$ cat src/rtl/shift_rows_pipe_pkg.sv
// Shared Rijndael ShiftRows constants, buffer state encoding and index helpers.
package aes_pkg;

  localparam int NB_128 = 4;
  localparam int NB_192 = 6;
  localparam int NB_256 = 8;

  typedef enum logic [1:0] {
    BUF_EMPTY = 2'd0,
    BUF_ONE   = 2'd1,
    BUF_TWO   = 2'd2
  } buf_state_e;

  // The 256-bit block shifts rows 2 and 3 one column further than the narrower widths.
  function automatic int row_offset(input int nb, input int r);
    if (nb == NB_256 && r >= 2) begin
      return r + 1;
    end else begin
      return r;
    end
  endfunction

  function automatic int idx(input int r, input int c);
    return r + 4 * c;
  endfunction

endpackage

$ cat src/rtl/shift_rows_perm.sv
// Combinational ShiftRows / InvShiftRows byte permutation; pure wiring plus a 2:1 mux per byte.
module shift_rows_perm
  import aes_pkg::*;
#(
  parameter int NB = 4,
  parameter int DW = 32 * NB
) (
  input  logic [DW-1:0] data_i,
  input  logic          inv_i,
  output logic [DW-1:0] data_o
);

  for (genvar r = 0; r < 4; r++) begin : g_row
    for (genvar c = 0; c < NB; c++) begin : g_col
      localparam int OFF   = row_offset(NB, r);
      localparam int FWD_C = (c + OFF) % NB;
      localparam int INV_C = (c + NB - OFF) % NB;
      localparam int DST   = DW - 1 - 8 * idx(r, c);
      localparam int SRC_F = DW - 1 - 8 * idx(r, FWD_C);
      localparam int SRC_I = DW - 1 - 8 * idx(r, INV_C);

      assign data_o[DST -: 8] = inv_i ? data_i[SRC_I -: 8] : data_i[SRC_F -: 8];
    end
  end

endmodule

$ cat src/rtl/shift_rows_pipe.sv
// Registered ShiftRows/InvShiftRows stage with a 2-entry skid buffer (valid/ready).
// Optional output-transfer counter enabled by SHIFT_ROWS_PERF_CNT_EN.
module shift_rows_pipe
  import aes_pkg::*;
#(
  parameter int NB = 4
) (
  input  logic                clk,
  input  logic                rst,
  input  logic                in_valid,
  output logic                in_ready,
  input  logic [32*NB-1:0]    in_data,
  input  logic                in_inv,
  output logic                out_valid,
  input  logic                out_ready,
  output logic [32*NB-1:0]    out_data,
  output logic                out_inv,
`ifdef SHIFT_ROWS_PERF_CNT_EN
  output logic [31:0]         xfer_cnt,
`endif
  output logic                busy
);

  localparam int DW = 32 * NB;

  if (!(NB == NB_128 || NB == NB_192 || NB == NB_256)) begin : g_bad_nb
    $error("shift_rows_pipe: NB must be 4, 6 or 8");
  end

  buf_state_e    state;
  logic [DW-1:0] perm_data;
  logic [DW-1:0] main_data;
  logic          main_inv;
  logic [DW-1:0] skid_data;
  logic          skid_inv;
  logic          ready_q;
  logic          valid_q;
  logic          in_xfer;
  logic          out_xfer;

  shift_rows_perm #(
    .NB (NB),
    .DW (DW)
  ) u_perm (
    .data_i (in_data),
    .inv_i  (in_inv),
    .data_o (perm_data)
  );

  assign in_xfer  = in_valid & ready_q;
  assign out_xfer = valid_q & out_ready;

  // Buffer FSM; ready/valid are registered with the state so in_ready never sees out_ready combinationally.
  always_ff @(posedge clk or posedge rst) begin
    if (rst) begin
      state     <= BUF_EMPTY;
      main_data <= '0;
      main_inv  <= 1'b0;
      skid_data <= '0;
      skid_inv  <= 1'b0;
      ready_q   <= 1'b0;
      valid_q   <= 1'b0;
    end else begin
      ready_q <= 1'b1;
      case (state)
        BUF_EMPTY: begin
          if (in_xfer) begin
            main_data <= perm_data;
            main_inv  <= in_inv;
            valid_q   <= 1'b1;
            state     <= BUF_ONE;
          end else begin
            valid_q   <= 1'b0;
          end
        end
        BUF_ONE: begin
          if (in_xfer && !out_xfer) begin
            skid_data <= perm_data;
            skid_inv  <= in_inv;
            ready_q   <= 1'b0;
            state     <= BUF_TWO;
          end else if (in_xfer && out_xfer) begin
            main_data <= perm_data;
            main_inv  <= in_inv;
          end else if (out_xfer) begin
            valid_q   <= 1'b0;
            state     <= BUF_EMPTY;
          end else begin
            valid_q   <= 1'b1;
          end
        end
        BUF_TWO: begin
          if (out_xfer) begin
            main_data <= skid_data;
            main_inv  <= skid_inv;
            state     <= BUF_ONE;
          end else begin
            ready_q   <= 1'b0;
          end
        end
        default: begin
          valid_q <= 1'b0;
          state   <= BUF_EMPTY;
        end
      endcase
    end
  end

`ifdef SHIFT_ROWS_PERF_CNT_EN
  logic [31:0] cnt;

  // Free-running count of output transfers; wraps naturally.
  always_ff @(posedge clk or posedge rst) begin
    if (rst) begin
      cnt <= 32'd0;
    end else if (out_xfer) begin
      cnt <= cnt + 32'd1;
    end else begin
      cnt <= cnt;
    end
  end

  assign xfer_cnt = cnt;
`endif

  assign in_ready  = ready_q;
  assign out_valid = valid_q;
  assign busy      = valid_q;
  assign out_data  = main_data;
  assign out_inv   = main_inv;

endmodule
$ cat config.mk
export PLATFORM = sky130hd
export DESIGN_NAME = shift_rows_pipe
export DESIGN_NICKNAME = d
export VERILOG_FILES = /design/src/rtl/shift_rows_pipe_pkg.sv /design/src/rtl/shift_rows_perm.sv /design/src/rtl/shift_rows_pipe.sv
export SDC_FILE = /design/constraint.sdc
export NUM_CORES = 1
export LEC_CHECK = 0
export BUFFER_PORTS_ARGS = -buffer_cell sky130_fd_sc_hd__buf_4
export CORE_ASPECT_RATIO = 0.75
export CORE_UTILIZATION = 58
export DETAILED_ROUTE_END_ITERATION = 7
export PLACE_DENSITY = 0.92
export SKIP_CTS_REPAIR_TIMING = 1
export SLEW_MARGIN = 40
export SYNTH_ARGS = -nofsm -noshare
export SYNTH_HDL_FRONTEND = slang
export SYNTH_SLANG_ARGS = --single-unit
$ cat constraint.sdc
create_clock -name clk -period 16.3 [get_ports clk]
set_input_delay 1.63 -clock clk [delete_from_list [all_inputs] [get_ports clk]]
set_output_delay 1.63 -clock clk [all_outputs]
set_load 0.03 [all_outputs]
==> results of run 1 <==
-- Yosys cell counts, types with 2 or more instances --
cell / number
dfrtp_1: 262
nor2_1: 133
a21oi_1: 132
nand2_1: 131
mux2i_1: 129
o21ai_1: 120
mux2_2: 65
clkbuf_1: 35
buf_2: 26
buf_6: 14
o21ai_0: 12
buf_1: 6
ha_1: 5
inv_1: 3
a31oi_1: 2
-- cells in the final DEF (no fill, tap or decap), drive strengths merged --
cell / synthesis / routed
o32a: 1 / 1
a31oi: 2 / 2
clkbuf: 35 / 36
a2111o: 1 / 1
buf: 47 / 275
bufinv: 0 / 4
clkinv: 0 / 5
a31o: 2 / 2
o211ai: 1 / 1
nand4: 1 / 1
a21boi: 2 / 2
ha: 5 / 5
a22o: 1 / 1
mux2i: 129 / 129
nor3: 1 / 1
a22oi: 1 / 1
o21ai: 132 / 132
nand2: 131 / 131
and3: 1 / 1
mux2: 65 / 65
inv: 3 / 3
nor2: 133 / 133
a21bo: 1 / 1
clkinvlp: 0 / 1
a21oi: 132 / 132
nand3: 1 / 1
dfrtp: 262 / 262
-- path summary, 6_finish.rpt --
path	endpoint	slack, ns	cells after the start
setup / recovery	out_data[118]	12.91	8
hold / removal	out_data[82]	0.48	2
setup reg to reg	out_data[118]	12.91	8
min in group asynchronous	out_data[87]	1.18	2
hold reg to reg	out_data[82]	0.48	2
max in group asynchronous	skid_data[127]	13.96	3
-- layer usage --
| layer | global-route usage | up-vias | part of all wire |
|---|---|---|---|
| met5 | 0 | - | 0 |
| met4 | 0.1084 | 0 | 0.036 |
| met3 | 0.1026 | 66 | 0.098 |
| met2 | 0.4766 | 379 | 0.46 |
| met1 | 0.3890 | 4437 | 0.40 |
| li1 | - | 4182 | - |
-- flip-flops by register name, indices dropped and copies added, names as in the netlist --
name	count
busy	1
in_ready	1
out_data	128
out_inv	1
skid_data	128
skid_inv	1
state	2
-- through the flow --
| step | instance area (um2) | setup slack [ns] |
|---|---|---|
| after CTS | 14470 | 12.93 |
| final | 14500 | 12.91 |
| after floorplan | 11540 | 7.458 |
| after global routing | 14500 | 12.61 |
| after global placement | 13490 | 12.36 |
| after detailed placement | 13540 | 12.45 |
-- worst reg2reg max path, cell delays in order (launching register included) --
cell and delay [ns]:
dfrtp_1 0.42, inv_1 0.16, ha_4 0.60, a21boi_1 0.37, a2111o_2 0.60, buf_12 0.47, buf_16 0.39, nand2_1 0.22
o21ai_1 0.10
-- power by group --
group	internal (mW)	switching, mW	total [mW]	leakage [nW]
sequential	0.990	0.198	1.19	3.11
clock	0.388	0.257	0.644	0.453
combinational	0.591	1.01	1.60	3.18
-- area by class of cell --
cell class | count | area, um2 | share of cell area
sequential | 262 | 6556 | 0.4522
clock buffer | 36 | 758.2 | 0.05230
tap | 253 | 316.6 | 0.02183
multi-input combinational | 743 | 4546 | 0.3135
clock inverter | 10 | 163.9 | 0.01131
inverter | 3 | 23.77 | 0.001640
timing repair buffer | 275 | 2133 | 0.1471
-- cell families after synthesis --
logic type               Yosys count  share of synthesized area
flip-flops                       262                     0.5683
adder cells (fa/ha/maj)            5                   0.005422
AND/OR/NAND/NOR                  268                    0.08784
multiplexers                     194                     0.1754
buffers and inverters             85                    0.03991
AO/OA/AOI/OAI                    276                     0.1232
==> metrics, run 1 <==
Ys Warns 0; clock root cell clkbuf_16; Fin Clk Skew 0.02519 ns; fin. max-slew vios 0; final core occ 0.7460; Die Area 20470 um2; global-route wire length before repair 47350 um; post-route clock period utilization 0.2082; worst setup path startpoint state[0]; Post-Syn Nets 1228; Clock transition at path regs 0.06 ns; Fin. Hold Viols 0; Top Ports 265; vias 9064; total track usage 0.3017; ANT nets after route 0; Area Overhead vs Synth 25.66%; insertion delay to the later sink of the worst-skew pair 0.55 ns; vias in the first global route 9015; CTS tree built; residual DRC count 0; Layout Cells excl Fill 1582; EDFF count, synth 0; DPL Wire Length 20420 um; CP Capture Type register; share of flip-flops with an asynchronous set or reset 1.000; chip width 164.9 um; CP Buf/Inv Count 3; layout cells sized above 1 0.2927; Hold Path Class register to register; post-synthesis cell area 11540 um2; Tmin final 3.393 ns; DRT Pass-1 Iters 8; setup violators final 0; total power 3.434 mW; Worst Tran Pin Value 0.7763 ns; Post-Syn Instances 1090; Post-Route WL 30900 um; FP Rows 44; Setup TNS Final 0 ns; largest net degree at the start of global routing 221; share of the synthesized area in the top cell type 0.5683; Synth area leaders dfrtp_1, mux2i_1, mux2_2; Filler Cell Count 1267; RSZ-0062 raised after global routing no; syn_area_per_cell 10.58 um2; sequential area share after synthesis 0.5683; GRT overflow 0; fmax 294.7 MHz; # diodes 0; CTS buffer count 26; nets 1449; Critical Path RT 16.76 ns; Peak VDD IR 151.7 uV; routed len/inst 19.53 um; PD cells 236.9 nW/um2; status completed; Routability Congestion 0.8042; routed vias/inst 5.729; Max-Cap Viols 0; Yosys top cell by area dfrtp_1; CP peak stage delay 0.60 ns; kind of critical path register to register; leakage power 6.748 nW; PortBufs 264; Top FF cell, synth dfrtp_1; hold_ws 0.4849 ns; Seq cells post-synth 262; Min-Delay Startpoint out_data[82]; core box area 19430 um2; R2R Path Start state[0]; Yosys cell types 30; critical path's top delay family compound AO/OA/AOI/OAI gates; relative slew slack 0.4825; Die Y 124.1 um; crit path max fanout 113; 1st-iter DRT viols 779; CP cell instances inv_1 > ha_4 > a21boi_1 > a2111o_2 > buf_12 > buf_16 > nand2_1 > o21ai_1; Slowest-stage cell, CP ha_4; placed insts 1535; Initial Util 0.5937; Clock Sinks 262; antenna violations before repair 0; Worst Path Arrival 3.86 ns; clk buf depth 3; H-Tree Depth 1; crit path launch type register
(Power assumes the default switching activity.)
==> inputs of run 2 (changes only) <==
CORE_UTILIZATION = 54   (was 58)
PLACE_DENSITY = 0.87   (was 0.92)
clock period = 3.35 ns   (was 16.3 ns; I/O delays follow)
==> metrics, run 2 (same netlist as run 1, synthesis figures left out) <==
DRT Pass-1 Iters 5 (-3); crit path launch type register; clock root cell clkbuf_16; routed vias/inst 5.477 (-4.4%); RSZ-0062 raised after global routing no; # diodes 0 (unchanged); largest net degree at the start of global routing 185 (-16%); Top Ports 265 (unchanged); kind of critical path register to register; most frequent cells in the layout buf_4, dfrtp_1, nor2_1; Clock transition at path regs 0.06 ns (about the same); chip width 170.8 um (+3.6%); vias in the first global route 8735 (-3.1%); Fin Clk Skew 0.008979 ns (-0.01621 ns); Peak VDD IR 1376 uV (+810%); Worst Path Arrival 3.02 ns (-0.84 ns); setup violators final 0 (unchanged); Routability Congestion 0.7960 (-1.0%); crit path max fanout 184 (+63%); nets 1455 (+0.41%); Die Area 21960 um2 (+7.3%); Tmin final 2.573 ns (-0.8194 ns); Critical Path RT 3.80 ns (-12.96 ns); Hold Path Class input port to register; residual DRC count 0 (unchanged); Clock Sinks 262 (unchanged); status completed; relative slew slack 0.4841 (+0.001603); total power 16.34 mW (+380%); PortBufs 264 (unchanged); leakage power 6.750 nW (about the same); clk buf depth 3 (unchanged); ANT nets after route 0 (unchanged); PD cells 1124 nW/um2 (+370%); H-Tree Depth 1 (unchanged); Die Y 128.6 um (+3.6%); DPL Wire Length 20670 um (+1.2%); CP Capture Type register; CTS tree built; insertion delay to the later sink of the worst-skew pair 0.53 ns (-0.02 ns); fmax 388.6 MHz (+32%); FP Rows 45 (+2.3%); layout cells sized above 1 0.2957 (+0.002957); 1st-iter DRT viols 611 (-22%); most common cell after layout, fill and taps aside buf_4; Finished Cell Area 14540 um2 (+0.31%); Fin. Hold Viols 0 (unchanged); global-route wire length before repair 46370 um (-2.1%); Max-Cap Viols 0 (unchanged); Filler Cell Count 1510 (+19%); Post-DP Area 13660 um2 (+0.85%); Post-Route WL 29710 um (-3.8%); post-route clock period utilization 0.7682 (+0.5600); total track usage 0.2744 (-0.02731); routed len/inst 18.36 um (-6.0%); CTS buffer count 26 (unchanged); fin. max-slew vios 0 (unchanged); vias 8861 (-2.2%); Worst Tran Pin Value 0.7739 ns (-0.002405 ns); Area Overhead vs Synth 26.05%; core box area 20610 um2 (+6.0%); GRT overflow 0 (unchanged); antenna violations before repair 0 (unchanged); Initial Util 0.5599 (-0.03381)
run 2: cell type report:
class,count,area [um2],area share
flip-flops and latches,262,6556,0.4508
clock buffers,37,772.0,0.05308
inverters,3,15.01,0.001032
multi-input cells,743,4546,0.3126
repair buffers,281,2200,0.1513
well taps,282,352.8,0.02426
clock inverters,10,101.3,0.006969
run 2: path summary, 6_finish.rpt:
| kind | startpoint | endpoint | slack (ns) | cells past startpoint |
|---|---|---|---|---|
| max reg2reg | state[0] | out_data[118] | 0.78 | 7 |
| max | state[0] | out_data[118] | 0.78 | 7 |
| min | in_data[28] | skid_data[28] | 0.04 | 2 |
| max in group asynchronous | rst | out_data[48] | 1.95 | 4 |
| min in group asynchronous | rst | out_data[77] | 0.45 | 3 |
| min reg2reg | out_data[80] | out_data[80] | 0.49 | 2 |
run 2: through the flow:
step	utilization	instances	setup TNS, ns	setup slack, ns	hold slack (ns)
3_3_place_gp	0.6628	1570	0	0.9427	0.4519
4_1_cts	0.7052	1617	0	0.7834	-0.1112
2_1_floorplan	-	1090	-115.42	-0.4405	0.4804
5_1_grt	0.7057	1618	0	0.6483	0.03459
3_5_place_dp	0.6628	1570	0	0.8274	0.4533
6_report	0.7057	1618	0	0.7765	0.04218
run 2: power by group:
part	switching [mW]	internal, mW	total (mW)	leakage, nW
Combinational	4.84	2.85	7.69	3.21
Clock	1.23	1.69	2.93	0.429
Sequential	0.910	4.82	5.73	3.11
Total	6.99	9.36	16.3	6.75
run 2: worst max-delay path: stages, from the launching register on:
cell and delay (ns):
dfrtp_1 0.41, inv_1 0.15, ha_4 0.45, a21boi_1 0.32, a2111o_2 0.19, buf_12 0.48
nand2_1 0.19, o21ai_1 0.13
run 2: metal layers:
layer,part of all wire,GRT usage,vias to the layer above
li1,-,-,4192
met1,0.42,0.3630,4325
met2,0.44,0.4187,289
met3,0.096,0.09720,55
met4,0.037,0.1007,0
met5,0,0,-
